## src/rtl/fill_partition_stage.sv

```systemverilog
// Pivot-partition fill stage: counts pixels below/equal/above a pivot over one window,
// tracks min/max of the outer partitions and reports which partition holds rank k.
module fill_partition_stage #(
  parameter  int DATA_WIDTH = 8,
  parameter  int BUFF_SIZE  = 32,
  localparam int SIZE_BIT   = $clog2(BUFF_SIZE + 1)
) (
  input  logic                  clk,
  input  logic                  rst,
  input  logic                  cfg_valid,
  output logic                  cfg_ready,
  input  logic [DATA_WIDTH-1:0] cfg_pivot,
  input  logic [SIZE_BIT-1:0]   cfg_size,
  input  logic [SIZE_BIT-1:0]   cfg_rank,
  input  logic [DATA_WIDTH-1:0] in_px,
  input  logic                  in_px_valid,
  output logic                  in_px_ready,
  output logic                  res_valid,
  input  logic                  res_ready,
  output logic [SIZE_BIT-1:0]   res_lower_cnt,
  output logic [SIZE_BIT-1:0]   res_equal_cnt,
  output logic [SIZE_BIT-1:0]   res_larger_cnt,
  output logic [DATA_WIDTH-1:0] res_min_lower,
  output logic [DATA_WIDTH-1:0] res_max_lower,
  output logic [DATA_WIDTH-1:0] res_min_larger,
  output logic [DATA_WIDTH-1:0] res_max_larger,
  output logic [1:0]            res_sel,
  output logic [SIZE_BIT-1:0]   res_rank,
  output logic                  res_err,
  output logic                  filling
);

  typedef enum logic [1:0] {S_IDLE, S_FILL, S_DONE} state_e;

  state_e state_q, state_d;
  logic   alive_q;

  logic [DATA_WIDTH-1:0] pivot_q;
  logic [SIZE_BIT-1:0]   size_q, rank_q, cnt_q;
  logic [SIZE_BIT-1:0]   lower_q, equal_q, larger_q;
  logic [DATA_WIDTH-1:0] min_lower_q, max_lower_q, min_larger_q, max_larger_q;

  logic [SIZE_BIT-1:0]   lower_d, equal_d, larger_d, cnt_d;
  logic [DATA_WIDTH-1:0] min_lower_d, max_lower_d, min_larger_d, max_larger_d;
  logic [1:0]            sel_d;
  logic [SIZE_BIT-1:0]   rank_d;

  logic [SIZE_BIT-1:0]   res_lower_q, res_equal_q, res_larger_q, res_rank_q;
  logic [DATA_WIDTH-1:0] res_min_lower_q, res_max_lower_q, res_min_larger_q, res_max_larger_q;
  logic [1:0]            res_sel_q;
  logic                  res_err_q;

  logic cfg_hs, beat, last_beat, cfg_legal;
  logic px_lt, px_eq, px_gt;
  logic [SIZE_BIT:0] k_ext, l_ext, le_ext;

  assign cfg_hs    = cfg_valid & cfg_ready;
  assign beat      = in_px_valid & in_px_ready;
  assign cfg_legal = (cfg_size != '0) && (cfg_size <= SIZE_BIT'(BUFF_SIZE)) && (cfg_rank < cfg_size);
  assign last_beat = beat && (cnt_d == size_q);

  assign px_lt = in_px <  pivot_q;
  assign px_eq = in_px == pivot_q;
  assign px_gt = in_px >  pivot_q;

  // State register
  always_ff @(posedge clk or posedge rst) begin
    if (rst) begin
      state_q <= S_IDLE;
      alive_q <= 1'b0;
    end else begin
      state_q <= state_d;
      alive_q <= 1'b1;
    end
  end

  // Next-state logic
  always_comb begin
    state_d = state_q;
    unique case (state_q)
      S_IDLE: if (cfg_hs) state_d = cfg_legal ? S_FILL : S_DONE;
      S_FILL: if (last_beat) state_d = S_DONE;
      S_DONE: begin
        if (res_ready) begin
          if (cfg_hs) state_d = cfg_legal ? S_FILL : S_DONE;
          else        state_d = S_IDLE;
        end
      end
      default: state_d = S_IDLE;
    endcase
  end

  // Output logic
  always_comb begin
    cfg_ready   = 1'b0;
    in_px_ready = 1'b0;
    filling     = 1'b0;
    res_valid   = 1'b0;
    unique case (state_q)
      S_IDLE: cfg_ready = alive_q;
      S_FILL: begin
        in_px_ready = 1'b1;
        filling     = 1'b1;
      end
      S_DONE: begin
        res_valid = 1'b1;
        cfg_ready = res_ready;
      end
      default: ;
    endcase
  end

  // Working values including the current pixel, plus rank selection on those values
  always_comb begin
    cnt_d        = cnt_q + SIZE_BIT'(1);
    lower_d      = lower_q  + SIZE_BIT'(px_lt);
    equal_d      = equal_q  + SIZE_BIT'(px_eq);
    larger_d     = larger_q + SIZE_BIT'(px_gt);
    min_lower_d  = min_lower_q;
    max_lower_d  = max_lower_q;
    min_larger_d = min_larger_q;
    max_larger_d = max_larger_q;
    if (px_lt && in_px < min_lower_q)  min_lower_d  = in_px;
    if (px_lt && in_px > max_lower_q)  max_lower_d  = in_px;
    if (px_gt && in_px < min_larger_q) min_larger_d = in_px;
    if (px_gt && in_px > max_larger_q) max_larger_d = in_px;

    k_ext  = {1'b0, rank_q};
    l_ext  = {1'b0, lower_d};
    le_ext = l_ext + {1'b0, equal_d};
    if (k_ext < l_ext) begin
      sel_d  = 2'b01;
      rank_d = rank_q;
    end else if (k_ext < le_ext) begin
      sel_d  = 2'b10;
      rank_d = SIZE_BIT'(k_ext - l_ext);
    end else begin
      sel_d  = 2'b11;
      rank_d = SIZE_BIT'(k_ext - le_ext);
    end
  end

  always_ff @(posedge clk or posedge rst) begin
    if (rst) begin
      pivot_q      <= '0;
      size_q       <= '0;
      rank_q       <= '0;
      cnt_q        <= '0;
      lower_q      <= '0;
      equal_q      <= '0;
      larger_q     <= '0;
      min_lower_q  <= '1;
      max_lower_q  <= '0;
      min_larger_q <= '1;
      max_larger_q <= '0;
    end else if (cfg_hs) begin
      pivot_q      <= cfg_pivot;
      size_q       <= cfg_size;
      rank_q       <= cfg_rank;
      cnt_q        <= '0;
      lower_q      <= '0;
      equal_q      <= '0;
      larger_q     <= '0;
      min_lower_q  <= '1;
      max_lower_q  <= '0;
      min_larger_q <= '1;
      max_larger_q <= '0;
    end else if (beat) begin
      cnt_q        <= cnt_d;
      lower_q      <= lower_d;
      equal_q      <= equal_d;
      larger_q     <= larger_d;
      min_lower_q  <= min_lower_d;
      max_lower_q  <= max_lower_d;
      min_larger_q <= min_larger_d;
      max_larger_q <= max_larger_d;
    end
  end

  // Result bank is loaded on the final beat (from the bypassed values) or on an illegal config
  always_ff @(posedge clk or posedge rst) begin
    if (rst) begin
      res_lower_q      <= '0;
      res_equal_q      <= '0;
      res_larger_q     <= '0;
      res_min_lower_q  <= '1;
      res_max_lower_q  <= '0;
      res_min_larger_q <= '1;
      res_max_larger_q <= '0;
      res_sel_q        <= 2'b00;
      res_rank_q       <= '0;
      res_err_q        <= 1'b0;
    end else if (cfg_hs && !cfg_legal) begin
      res_lower_q      <= '0;
      res_equal_q      <= '0;
      res_larger_q     <= '0;
      res_min_lower_q  <= '1;
      res_max_lower_q  <= '0;
      res_min_larger_q <= '1;
      res_max_larger_q <= '0;
      res_sel_q        <= 2'b00;
      res_rank_q       <= '0;
      res_err_q        <= 1'b1;
    end else if (last_beat) begin
      res_lower_q      <= lower_d;
      res_equal_q      <= equal_d;
      res_larger_q     <= larger_d;
      res_min_lower_q  <= min_lower_d;
      res_max_lower_q  <= max_lower_d;
      res_min_larger_q <= min_larger_d;
      res_max_larger_q <= max_larger_d;
      res_sel_q        <= sel_d;
      res_rank_q       <= rank_d;
      res_err_q        <= 1'b0;
    end
  end

  assign res_lower_cnt  = res_lower_q;
  assign res_equal_cnt  = res_equal_q;
  assign res_larger_cnt = res_larger_q;
  assign res_min_lower  = res_min_lower_q;
  assign res_max_lower  = res_max_lower_q;
  assign res_min_larger = res_min_larger_q;
  assign res_max_larger = res_max_larger_q;
  assign res_sel        = res_sel_q;
  assign res_rank       = res_rank_q;
  assign res_err        = res_err_q;

endmodule
```

## config.mk

```make
export PLATFORM = sky130hd
export DESIGN_NAME = fill_partition_stage
export DESIGN_NICKNAME = d
export VERILOG_FILES = /design/src/rtl/fill_partition_stage.sv
export SDC_FILE = /design/constraint.sdc
export NUM_CORES = 1
export LEC_CHECK = 0
export CELL_PAD_IN_SITES_DETAIL_PLACEMENT = 1
export CELL_PAD_IN_SITES_GLOBAL_PLACEMENT = 2
export CORE_AREA = 2 2 174 159
export DETAILED_ROUTE_END_ITERATION = 10
export DIE_AREA = 0 0 176 161
export DONT_BUFFER_PORTS = 1
export PLACE_DENSITY = 0.69
export SLEW_MARGIN = 20
export SYNTH_ARGS = -nofsm -noshare
export SYNTH_HDL_FRONTEND = slang
export SYNTH_SLANG_ARGS = --single-unit
```

## constraint.sdc

```tcl
create_clock -name clk -period 6.4 [get_ports clk]
set_input_delay 1.92 -clock clk [delete_from_list [all_inputs] [get_ports clk]]
set_output_delay 1.92 -clock clk [all_outputs]
set_load 0.02 [all_outputs]
```

# Yosys cells after proc, flatten, opt, wreduce, memory -nomap -nowiden
# Cells that the tools add are included.
[word_totals]
in_bits = 33
reg_bits = 138
output_inout_bits = 63
[op_classes]
eq_ne = 7
magnitude_cmp = 10
add_sub_neg = 7
bitwise_logic = 2
reduce_logical = 14
n_mux = 53
[op_table]
columns = ["operator", "n"]
rows = [
  ["$mux W8", 20],
  ["$mux W6", 18],
  ["$gt A8 B8 Y1", 3],
  ["$lt A8 B8 Y1", 3],
  ["$add A6 B1 Y6", 3],
  ["$mux W2", 8],
  ["$lt A6 B6 Y1", 2],
  ["$sub A6 B6 Y6", 2],
  ["$eq A8 B8 Y1", 1],
  ["$logic_and A1 B1 Y1", 8],
  ["$add A6 B6 Y7", 1],
  ["$lt A6 B7 Y1", 1],
  ["$add A6 B1 Y6 const B", 1],
  ["$eq A6 B6 Y1", 1],
  ["$le A6 B6 Y1 const B", 1],
  ["$ne A2 B2 Y1 const B", 3],
  ["$pmux W2 S3", 1],
  ["$reduce_bool A6 Y1", 1],
  ["$mux W1", 5],
  ["$reduce_bool A2 Y1", 2],
  ["$reduce_and A3 Y1", 1],
  ["$and A1 B1 Y1", 2],
  ["$eq A2 B1 Y1 const B", 1],
  ["$eq A2 B2 Y1 const B", 1],
  ["3 further kinds", 3],
]

# Depth between registers and ports, before layout
# Gate-level depths: netlist (run 1).
[depth]
ltp_word = 8
mapped_depth = 21
depth_no_buf = 20

# Worst setup path before layout (run 1)
# OpenSTA, ideal clock, no wires.
[synth_path]
kind = "input-to-reg"
startpoint = "input in_px[0]"
endpoint = "register res_rank_q[0] (netlist: res_rank[0])"
path_buffers = 1
arrival_time_ns = 5.813
path_stages = 17
path_slack_ns = 0.505
cell_sequence = "buf_2 inv_1 ha_1 nand2_1 nor4_1 ha_1 ha_1 fa_1 maj3_2 a21oi_1 xnor2_1 ha_1 or2_2 o311a_1 o22ai_4 mux2_2 o21ai_0"
[synth_via]
elab_chain_cells = 8
[synth_lines]
columns = ["item", "line", "rtl"]
rows = [
  ["start: declaration", "15", "input logic [DATA_WIDTH-1:0] in_px,"],
  ["$lt A8 B8 Y1 / $eq A8 B8 Y1 (equally long branches)", "62, 63", ""],
  ["$add A6 B1 Y6, on equally long branches", "116, 117", ""],
  ["$add A6 B6 Y7", "130", "le_ext = l_ext + {1'b0, equal_d};"],
  ["$sub A6 B6 Y6 / $lt A6 B7 Y1 (equally long branches)", "139, 134", ""],
  ["$mux W6", "134", "end else if (k_ext < le_ext) begin"],
  ["$mux W6 *", "131", "if (k_ext < l_ext) begin"],
  ["$mux W6 *", "204", "end else if (last_beat) begin"],
  ["$mux W6 *", "193", "end else if (cfg_hs && !cfg_legal) begin"],
  ["end signal: assignment", "213", "res_rank_q <= rank_d;"],
  ["end: declaration", "48", "logic [SIZE_BIT-1:0] res_lower_q, res_equal_q, res_larger_q, res_rank_q;"],
]
# Every way passes the cells marked *; elsewhere a longest branch is shown, timed or not. The select of a mux whose other input is x is not followed.
# A chain may end at the register's enable or synchronous reset.

# Final worst setup path (run 1)
[layout_path]
startpoint = "input in_px[3]"
endpoint = "register res_rank_q[1] (netlist: res_rank[1])"
# Same word-level chain as after synthesis.

==> flow_summary.yaml, run 1 <==
logic_synthesis:
  ys_seq_area_share_pct: 44.7
  async_reset_ff_share_pct: 100
  syn_area_per_cell_um2: 10.0
  ys_ff_latch: 138
  netlist_area_um2: 7810
  syn-instance-count: 778
  synth_edf_count: 0
  synth_cell_types: 64
  synth_top_area_share_pct: 33.9
  synth_area_leader_cell: "dfrtp_1"
  yosysWarningCount: 0
  yosys_most_used_dff: "dfrtp_1"
  synth_most_common_cell: "dfrtp_1"
  synth_commonest_cells: "dfrtp_1, nand2_1, o21ai_0"
  syn-num-nets: 878
  synth.area.top_cells: "dfrtp_1, dfstp_2, ha_1"
critical_path:
  ff2ff_setup_slack_ns: 1.77
  rr_endpoint: "res_rank[1]$_DFFE_PP0P_"
  worstPathRequired_ns: 6.75
  critical_path.top_delay_family: "adder cells"
  ff2ff_path_depth: 17
  crit_chain: "ha_1, a21oi_1, o21ai_0, a21oi_1, ha_1, ha_1, fa_1, maj3_2, a21oi_1, xnor2_1, ha_1, or2_2, o311a_1, o22ai_4, mux2_2, o21ai_0"
  arrival_ns: 6.02
  crit_path_top_delay_cell: "fa_1"
  critPathBufInv: 0
  critPathLaunchType: "input pin"
  path_common_cell: "ha_1"
  worstSetupPathType: "input pin to flop"
  path_max_fanout: 13
  r2r-start: "pivot_q[3]$_DFFE_PP0P_"
  crit_path_start: "in_px[3]"
  endpoint_kind: "flop"
  slowest_delay_ns: 0.49
sta:
  fin_setup_tns_ns: 0
  tightestPinTransition_ns: 0.911
  rsz0062_at_grt: "no"
  fin_crit_sh_pct: 88.6
  finalHoldViolations: 0
  worst_slack_ns: 0.733
  fmax_mhz: 176
  finalSetupViolCount: 0
  fin_worst_skew_ns: 0.0116
  relSlewSlack_pct: 39.3
  fin_crit_ns: 5.67
  drv_slew: 0
cts:
  hold_buffers: 0
  cts_tree: "built"
  cts.clk_slew.worst_paths_ns: 0.07
  h-tree-depth: 4
  clock_latency_ns: 0.44
  cts_resized: 0
  post_cts_buffers: 0
  clock-sinks: 138
  cts_buffers: 17
  cts_root_buffer: "clkbuf_16"
  ctsLongestPathBuffers: 2
power:
  p_leak_nw: 4.07
  finalPower_mw: 3.75
  p_per_area_nw_per_um2: 428
  peakVddDrop_v: 0.000192
drt:
  wl_per_cell_um: 19.5
  viasPerCell: 4.96
  drc_errors: 0
  ant_nets: 0
  dr.first_iter.drc_count: 316
  drt-total-wl_mm: 22.2
  dr.pass1.iters: 4
  vias: 5642
flow_run:
  maxCapViolations: 0
hold_path:
  hold_path.class: "flop to flop"
  min_to: "size_q[0]$_DFFE_PP0P_"
  min_from: "size_q[0]$_DFFE_PP0P_"
  min_path_cells: 2
cells_and_area:
  stdcell_area_um2: 8760
  nNetsFinal: 870
  utilization_pct: 32.9
  layout-drive-gt1-share_pct: 13.5
  area_growth_pct: 12.2
  num_antenna_cells: 0
grt:
  antenna_found_initial: 0
  grt_pass1_wl_mm: 35.3
  grt_pass1_vias: 5999
  grt_max_degree: 97
  overflow: 0
  grt_use_total_pct: 16.3
floorplanning:
  placementRows: 57
  fp.dieW_um: 176
  dieArea_um2: 28300
  start_util_pct: 29.4
  fp.dieH_um: 161
  core-area_um2: 26600
  ioPinCount: 96
place:
  dp_hpwl_mm: 15.7
  placed_area_um2: 8190
  numPortBuffers: 0
  place.gp.congestion: 0.767
  dp_slack_ns: 0.289
run_status:
  run_status: "complete, no violations"
## worst max path at each step
stage	endpoint	slack, ns	cells past startpoint
2_1_floorplan	res_rank[0]$_DFFE_PP0P_	0.50	17
3_3_place_gp	res_rank[1]$_DFFE_PP0P_	0.37	16
3_5_place_dp	res_rank[0]$_DFFE_PP0P_	0.29	16
4_1_cts	res_rank[1]$_DFFE_PP0P_	0.72	16
5_1_grt	res_rank[0]$_DFFE_PP0P_	0.51	16
6_report	res_rank[1]$_DFFE_PP0P_	0.73	16
## final cells by class
type,count,area (µm²)
inverter,60,230
multi-input combinational,539,3920
timing repair buffer,14,105
clock buffer,17,425
sequential,138,3490
fill,3020,17800
clock inverter,15,151
tap,354,443
## metrics by stage
stage          hold slack (ns)  std cells
6_report                 0.501       1137
4_1_cts                  0.510       1137
5_1_grt                  0.535       1137
2_1_floorplan            0.450        778
3_3_place_gp             0.493       1105
3_5_place_dp             0.493       1105
## tightest hold or removal path: cells and delay by family, from the launching register on
family | cells | cell delay, ns
flip-flops | 1 | 0.36
AND/OR/NAND/NOR | 2 | 0.11
## cells in the final DEF, fill, tap and decap left out, drive strengths merged, types with 2 or more instances in the layout
| master | Yosys | layout |
|---|---|---|
| o31ai | 2 | 2 |
| or2 | 3 | 3 |
| inv | 60 | 70 |
| clkinv | 0 | 5 |
| maj3 | 3 | 3 |
| dfrtp | 106 | 106 |
| ha | 64 | 64 |
| mux2 | 3 | 3 |
| nor2 | 18 | 18 |
| o22a | 17 | 17 |
| a211oi | 2 | 2 |
| nor3 | 2 | 2 |
| fa | 3 | 3 |
| clkbuf | 16 | 17 |
| nor4 | 3 | 3 |
| a22o | 22 | 22 |
| dfstp | 32 | 32 |
| a31oi | 7 | 7 |
| and2 | 5 | 5 |
| mux2i | 38 | 38 |
| nand3 | 21 | 21 |
| nand4 | 7 | 7 |
| xnor2 | 26 | 26 |
| nand2b | 5 | 5 |
| a21o | 7 | 7 |
| nand2 | 97 | 97 |
| o211ai | 3 | 3 |
| buf | 25 | 14 |
| a21oi | 25 | 25 |
| a2bb2oi | 16 | 16 |
| nor2b | 6 | 6 |
| and3 | 10 | 10 |
| o21ai | 96 | 96 |
| xor2 | 13 | 13 |
## cells by family (layout without fill, tap and decap cells)
group / count (synthesis) / after routing / share of synthesized area [%]
compound gates: 206 / 206 / 17.5
simple gates: 181 / 181 / 10.7
other cells: 1 / 1 / 0.0480
buf+inv: 101 / 106 / 5.40
flops: 138 / 138 / 44.7
mux: 41 / 41 / 5.30
fa+ha+maj: 70 / 70 / 11.4
xor+xnor: 40 / 40 / 4.95
## sequential cells by signal (all words and copies together) (netlist names), 6 cells and up
register,cells
res_min_lower,8
cnt_q,6
rank_q,6
min_lower_q,8
larger_q,6
min_larger_q,8
size_q,6
pivot_q,8
res_max_lower,8
res_lower_cnt,6
max_lower_q,8
max_larger_q,8
res_rank,6
res_equal_cnt,6
res_min_larger,8
res_max_larger,8
res_larger_cnt,6
lower_q,6
equal_q,6
## layer usage
layer | global-route usage (%) | part of all wire (%)
met4 | 4.06 | 0.91
met1 | 23.4 | 50
met5 | 0 | 0
met3 | 4.05 | 5.5
met2 | 24.6 | 43
## where the power goes
part | leakage, nW | internal (mW) | switching, mW
Sequential | 1.77 | 1.09 | 0.185
Combinational | 2.01 | 0.642 | 0.849
Clock | 0.287 | 0.519 | 0.465
Power figures use the tool's default switching activity.
==> run 2, diff against run 1 <==
==> constraint.sdc (replaced) <==
create_clock -name clk -period 6.4 [get_ports clk]
set_input_delay 1.92 -clock clk [delete_from_list [all_inputs] [get_ports clk]]
set_output_delay 1.92 -clock clk [all_outputs]
set_load 0.01 [all_outputs]
==> run 2 against run 1 <==
Clock skew is 0.0011 ns lower. Combinational power hardly changed. Flip-flop and latch count unchanged. First-iteration DRC count down 4.4%. Critical path type unchanged. Largest cell class unchanged. Highest routed layer unchanged.
==> flow_summary.yaml, run 2 (synthesized netlist as in run 1, its figures left out) <==
run_status:
  run_status: "complete, no violations"
critical_path:
  critical_path.top_delay_family: "adder cells"
  critPathBufInv: 0
  crit_chain: "ha_1, nand2_1, o21ai_0, a21oi_1, ha_1, ha_1, fa_1, maj3_2, a21oi_1, xnor2_1, ha_1, or2_2, o311a_1, o22ai_4, mux2_2, o21ai_0"
  worstSetupPathType: "input pin to flop"
  ff2ff_setup_slack_ns: 1.74
  path_max_fanout: 13
  cp-endpoint: "res_rank[1]$_DFFE_PP0P_"
  endpoint_kind: "flop"
  crit_path_top_delay_cell: "fa_1"
  arrival_ns: 6.06
  slowest_delay_ns: 0.50
  critPathLaunchType: "input pin"
  rr_endpoint: "res_rank[1]$_DFFE_PP0P_"
  ff2ff_path_depth: 17
  r2r-start: "pivot_q[1]$_DFFE_PP0P_"
  worstSetupPathDepth: 16
  crit_path_start: "in_px[3]"
  worstPathRequired_ns: 6.74
  path_common_cell: "ha_1"
drt:
  drc_errors: 0
  viasPerCell: 4.97
  drt-total-wl_mm: 22.2
  wl_per_cell_um: 19.5
  dr.max_layer_used: "met4"
  dr.pass1.iters: 4
  dr_wl_met3_mm: 1.00
  wl_met2_mm: 9.87
  ant_nets: 0
  route.layer.met1.wl_mm: 11.2
  vias: 5656
  dr.first_iter.drc_count: 302
cells_and_area:
  layout_common_cells: "dfrtp_1, nand2_1, o21ai_0"
  nNetsFinal: 870
  num_antenna_cells: 0
  stdcell_area_um2: 8770
  multiInputGateArea_um2: 3910
  nFillCells: 3024
  area_growth_pct: 12.2
  layout-drive-gt1-share_pct: 13.4
  layout.cells.most_common: "dfrtp_1"
  regArea_um2: 3490
sta:
  fin_worst_skew_ns: 0.0105
  fmax_mhz: 175
  whs_ns: 0.513
  fin_crit_sh_pct: 89.4
  tightestPinTransition_ns: 0.963
  drv_slew: 0
  relSlewSlack_pct: 35.8
  rsz0062_at_grt: "no"
  finalHoldViolations: 0
  finalSetupViolCount: 0
  fin_setup_tns_ns: 0
  fin_crit_ns: 5.72
floorplanning:
  start_util_pct: 29.4
  placementRows: 57
  fp.dieH_um: 161
  dieArea_um2: 28300
  ioPinCount: 96
  core-area_um2: 26600
  fp.dieW_um: 176
cts:
  h-tree-depth: 4
  cts_resized: 0
  cts_buffers: 17
  clock-sinks: 138
  post_cts_buffers: 0
  ctsLongestPathBuffers: 2
  cts_tree: "built"
  cts.clk_slew.worst_paths_ns: 0.07
  cts_root_buffer: "clkbuf_16"
  hold_buffers: 0
  clock_latency_ns: 0.42
power:
  p_per_area_nw_per_um2: 424
  clockPowerShare_pct: 26.3
  pwr-share-comb_pct: 39.9
  power_switching_share_pct: 39.4
  intPower_mw: 2.25
  peakVddDrop_v: 0.000189
  p_leak_nw: 4.06
  seq_power_share_pct: 33.8
  power.switching_mw: 1.46
place:
  numPortBuffers: 0
  place.gp.congestion: 0.752
  dp_hpwl_mm: 15.6
  placed_area_um2: 8190
grt:
  grt_max_degree: 102
  grt_pass1_wl_mm: 35.3
  grt_pass1_vias: 5915
  antenna_found_initial: 0
  grt_use_total_pct: 16.3
  overflow: 0
hold_path:
  hold_path.class: "flop to flop"
flow_run:
  maxCapViolations: 0
==> run 2: power by group through the flow <==
stage          clock network (mW)  registers [mW]  logic, mW
6_report                    0.978            1.25       1.48
5_1_grt                      1.05            1.29       1.68
4_1_cts                      1.01            1.26       1.51
3_5_place_dp                    0            1.27       1.50
3_3_place_gp                    0            1.27       1.48
2_1_floorplan                   0            1.22       1.15
==> run 2: routing by layer <==
layer / up-vias / global-route usage [%]
met5: - / 0
met4: 0 / 3.49
met3: 9 / 4.07
met2: 84 / 24.8
met1: 2845 / 23.4
li1: 2718 / -
==> run 2: worst min path at each step <==
stage                                 from                          end  depth (start not counted)
2_1_floorplan       pivot_q[0]$_DFFE_PP0P_       pivot_q[0]$_DFFE_PP0P_                          2
3_3_place_gp         size_q[4]$_DFFE_PP0P_        size_q[4]$_DFFE_PP0P_                          2
3_5_place_dp         size_q[4]$_DFFE_PP0P_        size_q[4]$_DFFE_PP0P_                          2
4_1_cts              size_q[4]$_DFFE_PP0P_        size_q[4]$_DFFE_PP0P_                          2
5_1_grt        min_larger_q[3]$_DFFE_PP1P_  min_larger_q[3]$_DFFE_PP1P_                          1
6_report             size_q[4]$_DFFE_PP0P_        size_q[4]$_DFFE_PP0P_                          2
==> run 2: final cells by class <==
cell class                      instances  area share [%]
Multi-Input combinational cell        539            44.6
Sequential cell                       138            39.8
Tap cell                              354            5.05
Clock buffer                           17            4.85
Inverter                               60            2.63
Clock inverter                         15            1.78
Timing Repair Buffer                   14            1.20
==> run 2: tightest hold or removal path: stages, from the launching register on <==
cell	delay, ns
dfrtp_1	0.36
nand2_1	0.05
o21ai_0	0.06
==> run 2: through the flow <==
step | setup slack (ns) | total power, mW | std cells | utilization, %
global placement | 0.378 | 2.75 | 1105 | 30.8
floorplan | 0.505 | 2.37 | 778 | -
CTS | 0.671 | 3.77 | 1137 | 33.0
finish | 0.676 | 3.71 | 1137 | 33.0
global route | 0.475 | 4.01 | 1137 | 33.0
detailed placement | 0.240 | 2.77 | 1105 | 30.8
==> run 3, diff against run 2 <==
==> constraint.sdc (replaced) <==
create_clock -name clk -period 5.4 [get_ports clk]
set_input_delay 1.62 -clock clk [delete_from_list [all_inputs] [get_ports clk]]
set_output_delay 1.62 -clock clk [all_outputs]
set_load 0.01 [all_outputs]
==> run 3 against run 2 <==
Register-to-register slack worse by 0.62 ns. Critical path depth is 1 lower. Largest power group unchanged. Flip-flop and latch count stayed put. Utilization is 0.56 points higher. Largest cell class unchanged.
==> flow_summary.yaml, run 3 (synthesized netlist as in run 1, its figures left out) <==
drt:
  viasPerCell: 4.92
  wl_per_cell_um: 19.5
  dr.pass1.iters: 5
  vias: 5676
  ant_nets: 0
  dr.first_iter.drc_count: 242
  drc_errors: 0
  drt-total-wl_mm: 22.6
place:
  placed_area_um2: 8340
  dp_hpwl_mm: 16.2
  numPortBuffers: 0
  place.gp.congestion: 0.785
  placed_cells: 1122
critical_path:
  critPathBufInv: 0
  path_max_fanout: 13
  slowest_delay_ns: 0.40
  worstSetupPathType: "input pin to flop"
  arrival_ns: 5.39
  crit_chain: "ha_1, nand2_1, nor4_2, ha_1, ha_1, fa_2, maj3_2, a21oi_2, xnor2_1, ha_1, or2_2, o311a_1, o22ai_4, mux2_2, o21ai_0"
  endpoint_kind: "flop"
  critPathLaunchType: "input pin"
  worstPathRequired_ns: 5.73
  path_common_cell: "ha_1"
  critical_path.top_delay_family: "adder cells"
  crit_path_top_delay_cell: "fa_2"
cells_and_area:
  layout-drive-gt1-share_pct: 15.9
  layout.cells.most_common: "dfrtp_1"
  nNetsFinal: 887
  num_antenna_cells: 0
  nFillCells: 2973
  stdcell_area_um2: 8920
  fin_cells: 1154
  layout_common_cells: "dfrtp_1, nand2_1, o21ai_0"
  area_growth_pct: 14.1
sta:
  finalHoldViolations: 0
  finalSetupViolCount: 0
  tightestPinTransition_ns: 0.818
  drv_slew: 0
  fin_worst_skew_ns: 0.0171
  fmax_mhz: 197
  fin_crit_ns: 5.06
  whs_ns: 0.505
  rsz0062_at_grt: "no"
  relSlewSlack_pct: 45.2
  fin_crit_sh_pct: 93.8
  fin_setup_tns_ns: 0
cts:
  clock_latency_ns: 0.43
  cts_root_buffer: "clkbuf_16"
  hold_buffers: 0
  cts_buffers: 17
  clock-sinks: 138
  h-tree-depth: 4
  cts_tree: "built"
  ctsLongestPathBuffers: 2
  cts.clk_slew.worst_paths_ns: 0.06
power:
  p_leak_nw: 4.14
  p_per_area_nw_per_um2: 505
  peakVddDrop_v: 0.000231
  finalPower_mw: 4.51
grt:
  grt_pass1_wl_mm: 36.6
  grt_pass1_vias: 6186
  overflow: 0
  grt_use_total_pct: 16.8
  grt_max_degree: 82
  antenna_found_initial: 0
floorplanning:
  placementRows: 57
  fp.dieW_um: 176
  dieArea_um2: 28300
  fp.dieH_um: 161
  core-area_um2: 26600
  ioPinCount: 96
  start_util_pct: 29.4
run_status:
  run_status: "complete, no violations"
flow_run:
  maxCapViolations: 0
hold_path:
  hold_path.class: "flop to flop"
-- run 3: cell types whose count changed in the layout (fill, tap and decap cells not counted), sizes merged --
| cell | before | now |
|---|---|---|
| buf | 14 | 31 |
| bufinv | 0 | 1 |
| clkinv | 8 | 3 |
| inv | 67 | 71 |
-- run 3: path summary, 6_finish.rpt --
check | start | endpoint | slack, ns | cells past startpoint
setup / recovery | in_px[7] | res_rank[1]$_DFFE_PP0P_ | 0.34 | 15
hold / removal | size_q[0]$_DFFE_PP0P_ | size_q[0]$_DFFE_PP0P_ | 0.51 | 2
setup reg to reg | pivot_q[5]$_DFFE_PP0P_ | res_rank[1]$_DFFE_PP0P_ | 1.12 | 17
hold reg to reg | size_q[0]$_DFFE_PP0P_ | size_q[0]$_DFFE_PP0P_ | 0.51 | 2
max in group asynchronous | rst | res_min_lower[4]$_DFFE_PP1P_ | 3.22 | 2
min in group asynchronous | rst | res_max_larger[6]$_DFFE_PP0P_ | 1.21 | 1
-- run 3: timing repair --
item / CTS / global route
gates resized for setup: 0 / 1
setup endpoints to repair: 0 / 2
hold endpoints to repair: 0 / 0
buffers inserted: 0 / 0
-- run 3: layout make-up --
type,instances,area (µm²),area share (%)
inverter,60,230,2.58
clock buffer,17,425,4.77
sequential,138,3490,39.2
timing repair buffer,31,233,2.61
tap,354,443,4.97
multi-input combinational,539,3940,44.2
clock inverter,15,150,1.68
-- run 3: tightest hold or removal path, cell delays in order (launching register included) --
cell and delay, ns:
dfrtp_1 0.36, nand2_1 0.06, nand2_1 0.06
-- run 3: power breakdown --
part / leakage [nW] / internal (mW) / switching, mW / total [mW]
combinational: 2.09 / 0.820 / 1.02 / 1.84
clock: 0.289 / 0.652 / 0.531 / 1.18
sequential: 1.77 / 1.29 / 0.191 / 1.48
total: 4.14 / 2.76 / 1.74 / 4.51
-- run 3: per-stage QoR --
stage,util (%),setup slack [ns]
floorplan,-,0.0113
global placement,31.4,-0.00898
detailed placement,31.4,-0.162
CTS,33.5,0.266
global route,33.5,0.0619
finish,33.5,0.336
-- run 3: routing by layer --
layer	track usage, %	vias to the layer above	wire, µm
met4	3.72	0	178
met2	25.9	93	9910
met3	4.38	13	1090
met1	23.7	2827	11400
met5	0	-	0
li1	-	2743	-
